$ cat config.mk
export PLATFORM = sky130hd
export DESIGN_NAME = vsm_core_flat
export DESIGN_NICKNAME = d
export VERILOG_FILES = /design/src/rtl/vsm_defs.sv /design/src/rtl/vsm_if.sv /design/src/rtl/vsm_alu.sv /design/src/rtl/vsm_core.sv /design/src/flat_wrapper.sv
export SDC_FILE = /design/constraint.sdc
export NUM_CORES = 1
export LEC_CHECK = 0
export ABC_AREA = 1
export ABC_CLOCK_PERIOD_IN_PS = 2400
export BUFFER_PORTS_ARGS = -buffer_cell sky130_fd_sc_hd__buf_2
export CORE_ASPECT_RATIO = 1.1
export CORE_MARGIN = 2
export CORE_UTILIZATION = 40
export CTS_BUF_LIST = sky130_fd_sc_hd__clkbuf_8
export CTS_CLUSTER_SIZE = 28
export DETAILED_ROUTE_END_ITERATION = 6
export PLACE_DENSITY = 0.64
export SLEW_MARGIN = 25
export SYNTH_ARGS = -nofsm -noshare
export SYNTH_HDL_FRONTEND = slang
export SYNTH_SLANG_ARGS = --single-unit
export TNS_END_PERCENT = 100
$ cat constraint.sdc
create_clock -name clk -period 2.4 [get_ports clk]
set_input_delay 0.24 -clock clk [delete_from_list [all_inputs] [get_ports clk]]
set_output_delay 0.24 -clock clk [all_outputs]
set_load 0.02 [all_outputs]
$ cat src/rtl/vsm_defs.sv
// Shared definitions for the VSM core: opcode values, FSM state encoding,
// decoded instruction classes and ALU operation select. Imported by the core,
// the ALU and the testbench so every party agrees on the encodings.
package vsm_defs;

  localparam logic [3:0] OpNop = 4'h0;
  localparam logic [3:0] OpLda = 4'h1;
  localparam logic [3:0] OpAdd = 4'h2;
  localparam logic [3:0] OpOut = 4'h3;
  localparam logic [3:0] OpJmp = 4'h4;
  localparam logic [3:0] OpLdb = 4'h5;
  localparam logic [3:0] OpAdb = 4'h6;
  localparam logic [3:0] OpJz  = 4'h7;
  localparam logic [3:0] OpJc  = 4'h8;
  localparam logic [3:0] OpHlt = 4'hF;

  typedef enum logic [1:0] {
    StFetch   = 2'd0,
    StDecode  = 2'd1,
    StExecute = 2'd2,
    StHalt    = 2'd3
  } state_e;

  // Instruction class registered in DECODE; all three jumps share ClsJmp and
  // rely on a separately registered taken bit.
  typedef enum logic [2:0] {
    ClsNop = 3'd0,
    ClsLda = 3'd1,
    ClsAdd = 3'd2,
    ClsOut = 3'd3,
    ClsJmp = 3'd4,
    ClsLdb = 3'd5,
    ClsAdb = 3'd6,
    ClsHlt = 3'd7
  } cls_e;

  typedef enum logic {
    AluPass = 1'b0,
    AluAdd  = 1'b1
  } alu_op_e;

  function automatic cls_e decode_cls(logic [3:0] op);
    cls_e cls;
    case (op)
      OpLda:             cls = ClsLda;
      OpAdd:             cls = ClsAdd;
      OpOut:             cls = ClsOut;
      OpJmp, OpJz, OpJc: cls = ClsJmp;
      OpLdb:             cls = ClsLdb;
      OpAdb:             cls = ClsAdb;
      OpHlt:             cls = ClsHlt;
      default:           cls = ClsNop;
    endcase
    return cls;
  endfunction

endpackage

$ cat src/rtl/vsm_if.sv
// Bus interface of the VSM core.
//   run       : host -> core, enables instruction fetch
//   rom_addr  : core -> ROM, program counter
//   rom_data  : ROM -> core, combinational instruction byte
//   out_data  : core -> host, last value written by OUT
//   out_valid : core -> host, one-cycle pulse on out_data update
//   acc       : core -> host, accumulator (debug)
//   halted    : core -> host, core is in HALT
// master = core side, slave = host/ROM side.
interface vsm_if #(
  parameter int unsigned ADDR_W = 4
) ();
  logic              run;
  logic [ADDR_W-1:0] rom_addr;
  logic [7:0]        rom_data;
  logic [7:0]        out_data;
  logic              out_valid;
  logic [7:0]        acc;
  logic              halted;

  modport master (
    input  run, rom_data,
    output rom_addr, out_data, out_valid, acc, halted
  );

  modport slave (
    output run, rom_data,
    input  rom_addr, out_data, out_valid, acc, halted
  );
endinterface

$ cat src/rtl/vsm_alu.sv
// Combinational ALU of the VSM core.
//   op_i     : AluPass (result = b_i, carry 0) or AluAdd (result = a_i + b_i)
//   a_i, b_i : operands (b_i is B or the zero-extended immediate)
//   result_o : 8-bit result, modulo 256
//   carry_o  : carry out of the addition, 0 for pass
//   zero_o   : result_o == 0
module vsm_alu
  import vsm_defs::*;
(
  input  alu_op_e    op_i,
  input  logic [7:0] a_i,
  input  logic [7:0] b_i,
  output logic [7:0] result_o,
  output logic       carry_o,
  output logic       zero_o
);
  logic [8:0] sum;

  always_comb begin
    sum = {1'b0, a_i} + {1'b0, b_i};
    unique case (op_i)
      AluAdd: begin
        result_o = sum[7:0];
        carry_o  = sum[8];
      end
      default: begin
        result_o = b_i;
        carry_o  = 1'b0;
      end
    endcase
    zero_o = (result_o == 8'h00);
  end
endmodule

$ cat src/rtl/vsm_core.sv
// Very small microprocessor core: 8-bit accumulator machine executing one
// instruction every three cycles (FETCH, DECODE, EXECUTE) from a combinational
// instruction ROM.
//   clk     : system clock, rising edge
//   reset_n : asynchronous active-low reset
//   bus     : vsm_if master modport (run, ROM port, OUT port, debug acc, halted)
module vsm_core
  import vsm_defs::*;
#(
  parameter int unsigned ADDR_W = 4
) (
  input logic   clk,
  input logic   reset_n,
  vsm_if.master bus
);
  state_e            state_q, state_d;
  logic [ADDR_W-1:0] pc_q, pc_d;
  logic [7:0]        ir_q, ir_d;
  logic [7:0]        a_q, a_d;
  logic [7:0]        b_q, b_d;
  logic              z_q, z_d;
  logic              c_q, c_d;
  logic [7:0]        out_data_q, out_data_d;
  logic              out_valid_q, out_valid_d;
  cls_e              cls_q, cls_d;
  logic              taken_q, taken_d;

  alu_op_e           alu_op;
  logic [7:0]        alu_b;
  logic [7:0]        alu_result;
  logic              alu_carry;
  logic              alu_zero;
  logic [ADDR_W-1:0] jump_target;

  assign jump_target = ADDR_W'(ir_q[3:0]);
  assign alu_op      = (cls_q == ClsLda) ? AluPass : AluAdd;
  assign alu_b       = (cls_q == ClsAdb) ? b_q : {4'h0, ir_q[3:0]};

  vsm_alu u_alu (
    .op_i    (alu_op),
    .a_i     (a_q),
    .b_i     (alu_b),
    .result_o(alu_result),
    .carry_o (alu_carry),
    .zero_o  (alu_zero)
  );

  always_ff @(posedge clk or negedge reset_n) begin
    if (!reset_n) begin
      state_q     <= StFetch;
      pc_q        <= '0;
      ir_q        <= 8'h00;
      a_q         <= 8'h00;
      b_q         <= 8'h00;
      z_q         <= 1'b0;
      c_q         <= 1'b0;
      out_data_q  <= 8'h00;
      out_valid_q <= 1'b0;
      cls_q       <= ClsNop;
      taken_q     <= 1'b0;
    end else begin
      state_q     <= state_d;
      pc_q        <= pc_d;
      ir_q        <= ir_d;
      a_q         <= a_d;
      b_q         <= b_d;
      z_q         <= z_d;
      c_q         <= c_d;
      out_data_q  <= out_data_d;
      out_valid_q <= out_valid_d;
      cls_q       <= cls_d;
      taken_q     <= taken_d;
    end
  end

  // Next-state logic. run only gates the FETCH->DECODE step, so an
  // instruction already past FETCH always completes.
  always_comb begin
    state_d = state_q;
    unique case (state_q)
      StFetch:   if (bus.run) state_d = StDecode;
      StDecode:  state_d = StExecute;
      StExecute: state_d = (cls_q == ClsHlt) ? StHalt : StFetch;
      StHalt:    state_d = StHalt;
      default:   state_d = StFetch;
    endcase
  end

  // Datapath updates per state.
  always_comb begin
    pc_d        = pc_q;
    ir_d        = ir_q;
    a_d         = a_q;
    b_d         = b_q;
    z_d         = z_q;
    c_d         = c_q;
    out_data_d  = out_data_q;
    out_valid_d = 1'b0;
    cls_d       = cls_q;
    taken_d     = taken_q;
    unique case (state_q)
      StFetch: begin
        if (bus.run) begin
          ir_d = bus.rom_data;
          pc_d = pc_q + ADDR_W'(1);
        end
      end
      StDecode: begin
        cls_d   = decode_cls(ir_q[7:4]);
        taken_d = (ir_q[7:4] == OpJmp) ||
                  ((ir_q[7:4] == OpJz) && z_q) ||
                  ((ir_q[7:4] == OpJc) && c_q);
      end
      StExecute: begin
        unique case (cls_q)
          ClsLda, ClsAdd, ClsAdb: begin
            a_d = alu_result;
            z_d = alu_zero;
            c_d = alu_carry;
          end
          ClsLdb: b_d = {4'h0, ir_q[3:0]};
          ClsOut: begin
            out_data_d  = a_q;
            out_valid_d = 1'b1;
          end
          // Overrides the PC already incremented in FETCH.
          ClsJmp: if (taken_q) pc_d = jump_target;
          default: ;
        endcase
      end
      default: ;
    endcase
  end

  assign bus.rom_addr  = pc_q;
  assign bus.out_data  = out_data_q;
  assign bus.out_valid = out_valid_q;
  assign bus.acc       = a_q;
  assign bus.halted    = (state_q == StHalt);
endmodule

$ cat src/flat_wrapper.sv
// flat-port wrapper written by rule: the top's interface ports become plain ports
module vsm_core_flat import vsm_defs::*;
#(
  parameter int unsigned ADDR_W = 4
)
  (clk, reset_n, bus_run, bus_rom_data, bus_rom_addr, bus_out_data, bus_out_valid, bus_acc, bus_halted);
  vsm_if #(.ADDR_W(ADDR_W)) bus_i ();
  input logic clk;
  input logic reset_n;
  input wire logic [$bits(bus_i.run)-1:0] bus_run;
  input wire logic [$bits(bus_i.rom_data)-1:0] bus_rom_data;
  output wire logic [$bits(bus_i.rom_addr)-1:0] bus_rom_addr;
  output wire logic [$bits(bus_i.out_data)-1:0] bus_out_data;
  output wire logic [$bits(bus_i.out_valid)-1:0] bus_out_valid;
  output wire logic [$bits(bus_i.acc)-1:0] bus_acc;
  output wire logic [$bits(bus_i.halted)-1:0] bus_halted;
  assign bus_i.run = bus_run;
  assign bus_i.rom_data = bus_rom_data;
  assign bus_rom_addr = bus_i.rom_addr;
  assign bus_out_data = bus_i.out_data;
  assign bus_out_valid = bus_i.out_valid;
  assign bus_acc = bus_i.acc;
  assign bus_halted = bus_i.halted;
  vsm_core #(.ADDR_W(ADDR_W)) u_core (.clk(clk), .reset_n(reset_n), .bus(bus_i));
endmodule
# After elaboration in Yosys (flattened, before gate mapping)
# Memories as Yosys holds them, arrays and structs flattened. A register that Yosys moved wholly into a read port is not among the register bits.
# Cells that the tools add are included.
[op_classes] add_sub_neg=2 n_eq_ne=16 n_mux=12 reduce_logical=14
[ops] cell="two-way mux 4 bit" n=4
[ops] cell="equality test 3 bit, second input constant" n=4
[ops] cell="adder 8 x 8 -> 9 bit" n=1
[ops] cell="equality test 4 x 3 -> 1 bit, second input constant" n=2
[ops] cell="logical NOT 8 bit" n=1
[ops] cell="two-way mux 8 bit" n=1
[ops] cell="one-hot mux 2 bit (4 select lines)" n=1
[ops] cell="one-hot mux 4 bit (2 select lines)" n=1
[ops] cell="AND reduction 2 bit" n=4
[ops] cell="equality test 3 x 2 -> 1 bit, second input constant" n=2
[ops] cell="adder 4 x 1 -> 4 bit, second input constant" n=1
[ops] cell="equality test 2 bit, second input constant" n=2
[ops] cell="equality test 4 bit, second input constant" n=1
[ops] cell="two-way mux 2 bit" n=2
[ops] cell="!= test 2 bit, second input constant" n=2
[ops] cell="AND reduction 4 bit" n=1
[ops] cell="equality test 3 x 1 -> 1 bit, second input constant" n=1
[ops] cell="two-way mux 1 bit" n=3
[ops] cell="OR reduction 3 bit" n=1
[ops] cell="equality test 2 x 1 -> 1 bit, second input constant" n=1
[ops] cell="logical AND 1 bit" n=2
[ops] cell="logical NOT 2 bit" n=1
[ops] cell="logical OR 1 bit" n=2
[ops] cell="!= test 2 x 1 -> 1 bit, second input constant" n=1
[ops] cell="2 further kinds" n=2
[word_totals] regBits=38 romBits=48 output_inout_bits=22 n_memories=1
[mem_list] memory="(no name shown)" words=16 word_bits=3 read_ports=1 rd_clocked_by_memory_dff=1 wr=0 line="vsm_defs.sv:44" rtl="case (op)"

# Logic depth before layout (Yosys ltp)
[logic_depth] word_depth=5 depth_mapped=17 depth_no_buf=17

# By module
# From an unflattened synthesis, not the netlist that was laid out.
[unflattened] cells_unflattened=332 area_unflattened_um2=2423.6
[by_module_without_submodules] module="vsm_core" n_inst=1 cells_per_inst=226 area_each_um2=1873.0 seq_area_each_um2=1026.0
[by_module_without_submodules] module="vsm_alu" n_inst=1 cells_per_inst=106 area_each_um2=550.5 seq_area_each_um2=0.0

# Worst setup path after synthesis
# No wires, ideal clock.
[synth_timing] path_type="flip-flop to flip-flop" start="reg u_core.cls_q[0]" end="reg u_core.z_q" arrival_ps=2142 required_ps=2283 slack_ps=141 stages_incl_launch_ff=17 synth_period_minus_slack_ps=2259 path_cell_list="dfrtp_1 inv_1 nand3_2 o21ai_0 ha_1 inv_1 fa_1 inv_1 nand3_1 nand2_1 nand2_1 nand2_1 nand3_1 nand2_1 inv_1 nand3_1 nand2_1"
[synth_via] elab_chain_cells=5
[synth_lines] element="start: declaration" line="vsm_core.sv:25" rtl="cls_e cls_q, cls_d;"
[synth_lines] element="equality test 3 bit" line="vsm_core.sv:37, vsm_core.sv:115"
[synth_lines] element="two-way mux 4 bit" line="vsm_core.sv:37" rtl="assign alu_b = (cls_q == ClsAdb) ? b_q : {4'h0, ir_q[3:0]};"
[synth_lines] element="adder 8 x 8 -> 9 bit" line="vsm_alu.sv:20" rtl="sum = {1'b0, a_i} + {1'b0, b_i};"
[synth_lines] element="two-way mux 8 bit" line="vsm_alu.sv:21" rtl="unique case (op_i)"
[synth_lines] element="logical NOT 8 bit" line="vsm_alu.sv:31" rtl="zero_o = (result_o == 8'h00);"
[synth_lines] element="end signal: assignment" line="vsm_core.sv:67" rtl="z_q <= z_d;"
[synth_lines] element="end: declaration" line="vsm_core.sv:21" rtl="logic z_q, z_d;"
# Parallel ways exist; a longest one is shown, timed or not.
# A chain may end at the register's enable or synchronous reset.

# Final worst setup path
[layout_timing] start="reg u_core.cls_q[1]" end="reg u_core.z_q"
# The elaborated chain is that of the path after synthesis.

==> reports/qor.yml <==
critical_path:
  worst_path_bufs_invs: 3
  cp_max_fo: 6
  critPathMaxStageDelay_ns: 0.45
  crit_family: "simple AND/OR/NAND/NOR gates"
  worst_setup_path_start_kind: "flop"
  reg2reg_setup_slack_ns: 0.25
  crit_chain: "nand3_4 -> nand2_1 -> o21ai_1 -> ha_2 -> inv_1 -> fa_1 -> inv_1 -> nand3_2 -> nand2_2 -> nand2_1 -> nand2_1 -> nand3_1 -> nand2_1 -> inv_1 -> nand3_1 -> nand2_1"
  timing.critical_path.slowest_stage_cell: "dfrtp_2"
  most_used_cell_along_the_critical_path: "nand2_1"
  setup.worst_path.end_class: "flop"
  timing.rr.start: "u_core.cls_q[1]"
  path_class: "flop to flop"
  r2r-end: "u_core.z_q"
  worstPathArrival_ns: 2.34
  worstRegToRegCells: 16
  crit_required_ns: 2.58
cells_and_area:
  finish.cell_count_without_fillers: 388
  multi_input_area_um2: 1000
  syn_to_layout_area_delta_pct: 16.7
  nNetsFinal: 330
  fillers: 559
  final_core_util_pct: 48.1
  final_layout_size_suffix_gt1_share_pct: 21.1
  antenna_cells_inserted: 0
  register_area_um2: 1030
yosys:
  synth_top_area_share_pct: 46.8
  synthFlopType: "dfrtp_1"
  synth-seq-cells: 41
  syn_area_um2: 2190
  synth.distinct_cells: 34
  count_of_flip_flops_with_a_built_in_enable_after_synthesis: 0
  syn-num-nets: 290
  async_reset_ff_share_pct: 100
  synth_area_leader_cell: "dfrtp_1"
  synth_seq_area_share_pct: 46.8
  synth_cells: 273
  ys_warn_count: 0
  synthTopCellsByArea: "dfrtp_1 (47%), nand2_1 (14%), inv_1 (6.2%)"
  avgSynthCellArea_um2: 8.04
flow_run:
  max-cap-violations: 0
global_route:
  grt_pass1_wl_um: 7670
  grt-ovfl-total: 0
  pin_count_of_the_biggest_net_entering_global_routing: 42
  grtUsageMet3_pct: 3.68
  via_count_of_the_first_global_routing_pass: 1664
  global_route.usage.met1_pct: 21.7
  grt.total_usage_pct: 16.4
  grt_most_used_layer: "met2"
  initial_antenna_violation_count: 0
  met2_usage_pct: 26.4
routing:
  initialDrtViolationCount: 137
  avgRoutedWirePerCell_um: 11.5
  post_dr_vias_cell: 4.74
  final_antenna_net_count: 0
  route.vias.total: 1838
  drtPass1Iterations: 4
  drc_errors: 0
  total_routed_wirelength_um: 4460
die:
  floorplan.io_pins: 33
  floorplan.initialDensity_pct: 41.2
  die_width_um: 74.6
  die_area_um2: 6100
  die-height_um: 81.7
  row_count: 28
  coreArea_um2: 5330
power:
  design_power_total_w: 0.00360
  total_power_per_unit_cell_area_nw_per_um2: 1410
  cellLeakagePower_nw: 1.32
  ir_worst_vdd_v: 0.000524
clock_network:
  cts.htree.levels: 2
  cts_root_buffer: "clkbuf_8"
  cts_sinks: 41
  number_of_clock_buffers_inserted_by_tritoncts: 5
  ctsLongestPathBuffers: 2
  clock_latency_ns: 0.29
  clkTransAtPathRegs_ns: 0.07
  hold_buffers: 0
  cts_tree: "done"
sta:
  final_max_slew_viol_count: 0
  fin_crit_sh_pct: 89.7
  timing.slew.headroom_pct: 39.9
  worst_slew_pin_slew_ns: 0.901
  achievable-frequency_mhz: 464
  finalClockSkew_ns: 0.00363
  finalHoldWorstSlack_ns: 0.0767
  final-hold-violation-count: 0
  report.final.setup_viol: 0
  finalSetupTns_ns: 0
  rsz0062_at_grt: "no"
  fin_crit_ns: 2.15
placement:
  dpl.cell_count: 380
  post-dp-hpwl_um: 3400
  place.port_buffers: 32
  place.gp.congestion: 0.866
outcome:
  outcome: "finished, final reports clean"
worst_hold_path:
  type_of_the_most_critical_hold_path: "input pin to async pin"
cells by family (layout without fill, tap and decap cells):
| kind of cell | count (synthesis) | count (layout) | synth area share (%) |
|---|---|---|---|
| AOI/OAI and AO/OA | 48 | 48 | 12.7 |
| xor gates and xnor gates | 2 | 2 | 0.798 |
| adders and majority gates | 6 | 6 | 3.76 |
| buffers and inverters | 46 | 86 | 8.49 |
| DFF | 41 | 41 | 46.8 |
| muxes | 1 | 1 | 0.513 |
| and+or+nand+nor | 129 | 129 | 27.0 |
synthesized netlist by cell type, drive strengths merged (2+ instances only):
cell type and count:
a21oi 5, a22oi 3, a31oi 2, buf 2, dfrtp 41, ha 5, inv 42, nand2 83
nand3 21, nand4 6, nor2 15, nor3 2, o211ai 2, o21ai 34
power by group:
part / switching (W) / total (W) / internal, W
Combinational: 0.00124 / 0.00192 / 0.000676
Clock: 0.000219 / 0.000442 / 0.000224
Sequential: 0.000261 / 0.00124 / 0.000978
metal layers:
| metal | part of all wire, % | up-vias |
|---|---|---|
| met4 | 1.6 | 0 |
| met2 | 46 | 46 |
| met5 | 0 | - |
| met1 | 47 | 822 |
| met3 | 4.6 | 7 |
| li1 | - | 963 |
cells in the final DEF, fill, tap and decap left out, drive strengths merged:
cell type and n:
nand2 83, inv 43, dfrtp 41, buf 36
o21ai 34, nand3 21, nor2 15, nand4 6
clkbuf 6, a21oi 5, ha 5, a22oi 3
o211ai 2, a31oi 2, nor3 2, and2 1
nor4 1, xnor2 1, o31ai 1, mux2 1
clkinv 1, xor2 1, o22ai 1, fa 1
layout make-up:
class                           instances  share of cell area [%]
Tap cell                               75                    3.66
Timing Repair Buffer                   36                    7.43
Clock buffer                            6                    3.22
Sequential cell                        41                    40.1
Multi-Input combinational cell        186                    39.0
Inverter                               43                    6.40
Clock inverter                          1                   0.147
stage by stage:
stage	setup WS (ns)	area [um^2]
5_1_grt	0.0107	2560
2_1_floorplan	0.141	2190
3_5_place_dp	0.113	2450
4_1_cts	0.0914	2530
3_3_place_gp	0.185	2450
6_report	0.246	2560
flip-flops by register name, indices dropped and copies added, names as in the netlist:
| signal | count |
|---|---|
| u_core.bus.acc | 8 |
| u_core.taken_q | 1 |
| u_core.z_q | 1 |
| u_core.ir_q | 8 |
| u_core.state_q | 2 |
| u_core.bus.out_data | 8 |
| u_core.cls_q | 3 |
| u_core.bus.out_valid | 1 |
| u_core.bus.rom_addr | 4 |
| u_core.b_q | 4 |
| u_core.c_q | 1 |
worst reg2reg max path, cell delays in order, from the launching register on:
cell     delay [ns]
dfrtp_2        0.45
nand3_4        0.12
nand2_1        0.05
o21ai_1        0.08
ha_2           0.20
inv_1          0.05
fa_1           0.37
inv_1          0.09
nand3_2        0.08
nand2_2        0.09
nand2_1        0.07
nand2_1        0.06
nand3_1        0.08
nand2_1        0.08
inv_1          0.04
nand3_1        0.07
nand2_1        0.05
worst max path at each step:
| stage | start | slack (ns) | depth (start not counted) | to |
|---|---|---|---|---|
| 2_1_floorplan | u_core.cls_q[0] | 0.14 | 16 | u_core.z_q |
| 3_3_place_gp | u_core.cls_q[1] | 0.19 | 15 | u_core.z_q |
| 3_5_place_dp | u_core.cls_q[1] | 0.11 | 15 | u_core.z_q |
| 4_1_cts | u_core.cls_q[1] | 0.09 | 15 | u_core.z_q |
| 5_1_grt | u_core.cls_q[1] | 0.01 | 16 | u_core.z_q |
| 6_report | u_core.cls_q[1] | 0.25 | 16 | u_core.z_q |
repair_timing:
item	in CTS	in global routing
endpoints found under the setup margin	0	2
setup buffers	0	1
resized for setup	0	7
Power figures use the tool's default switching activity.
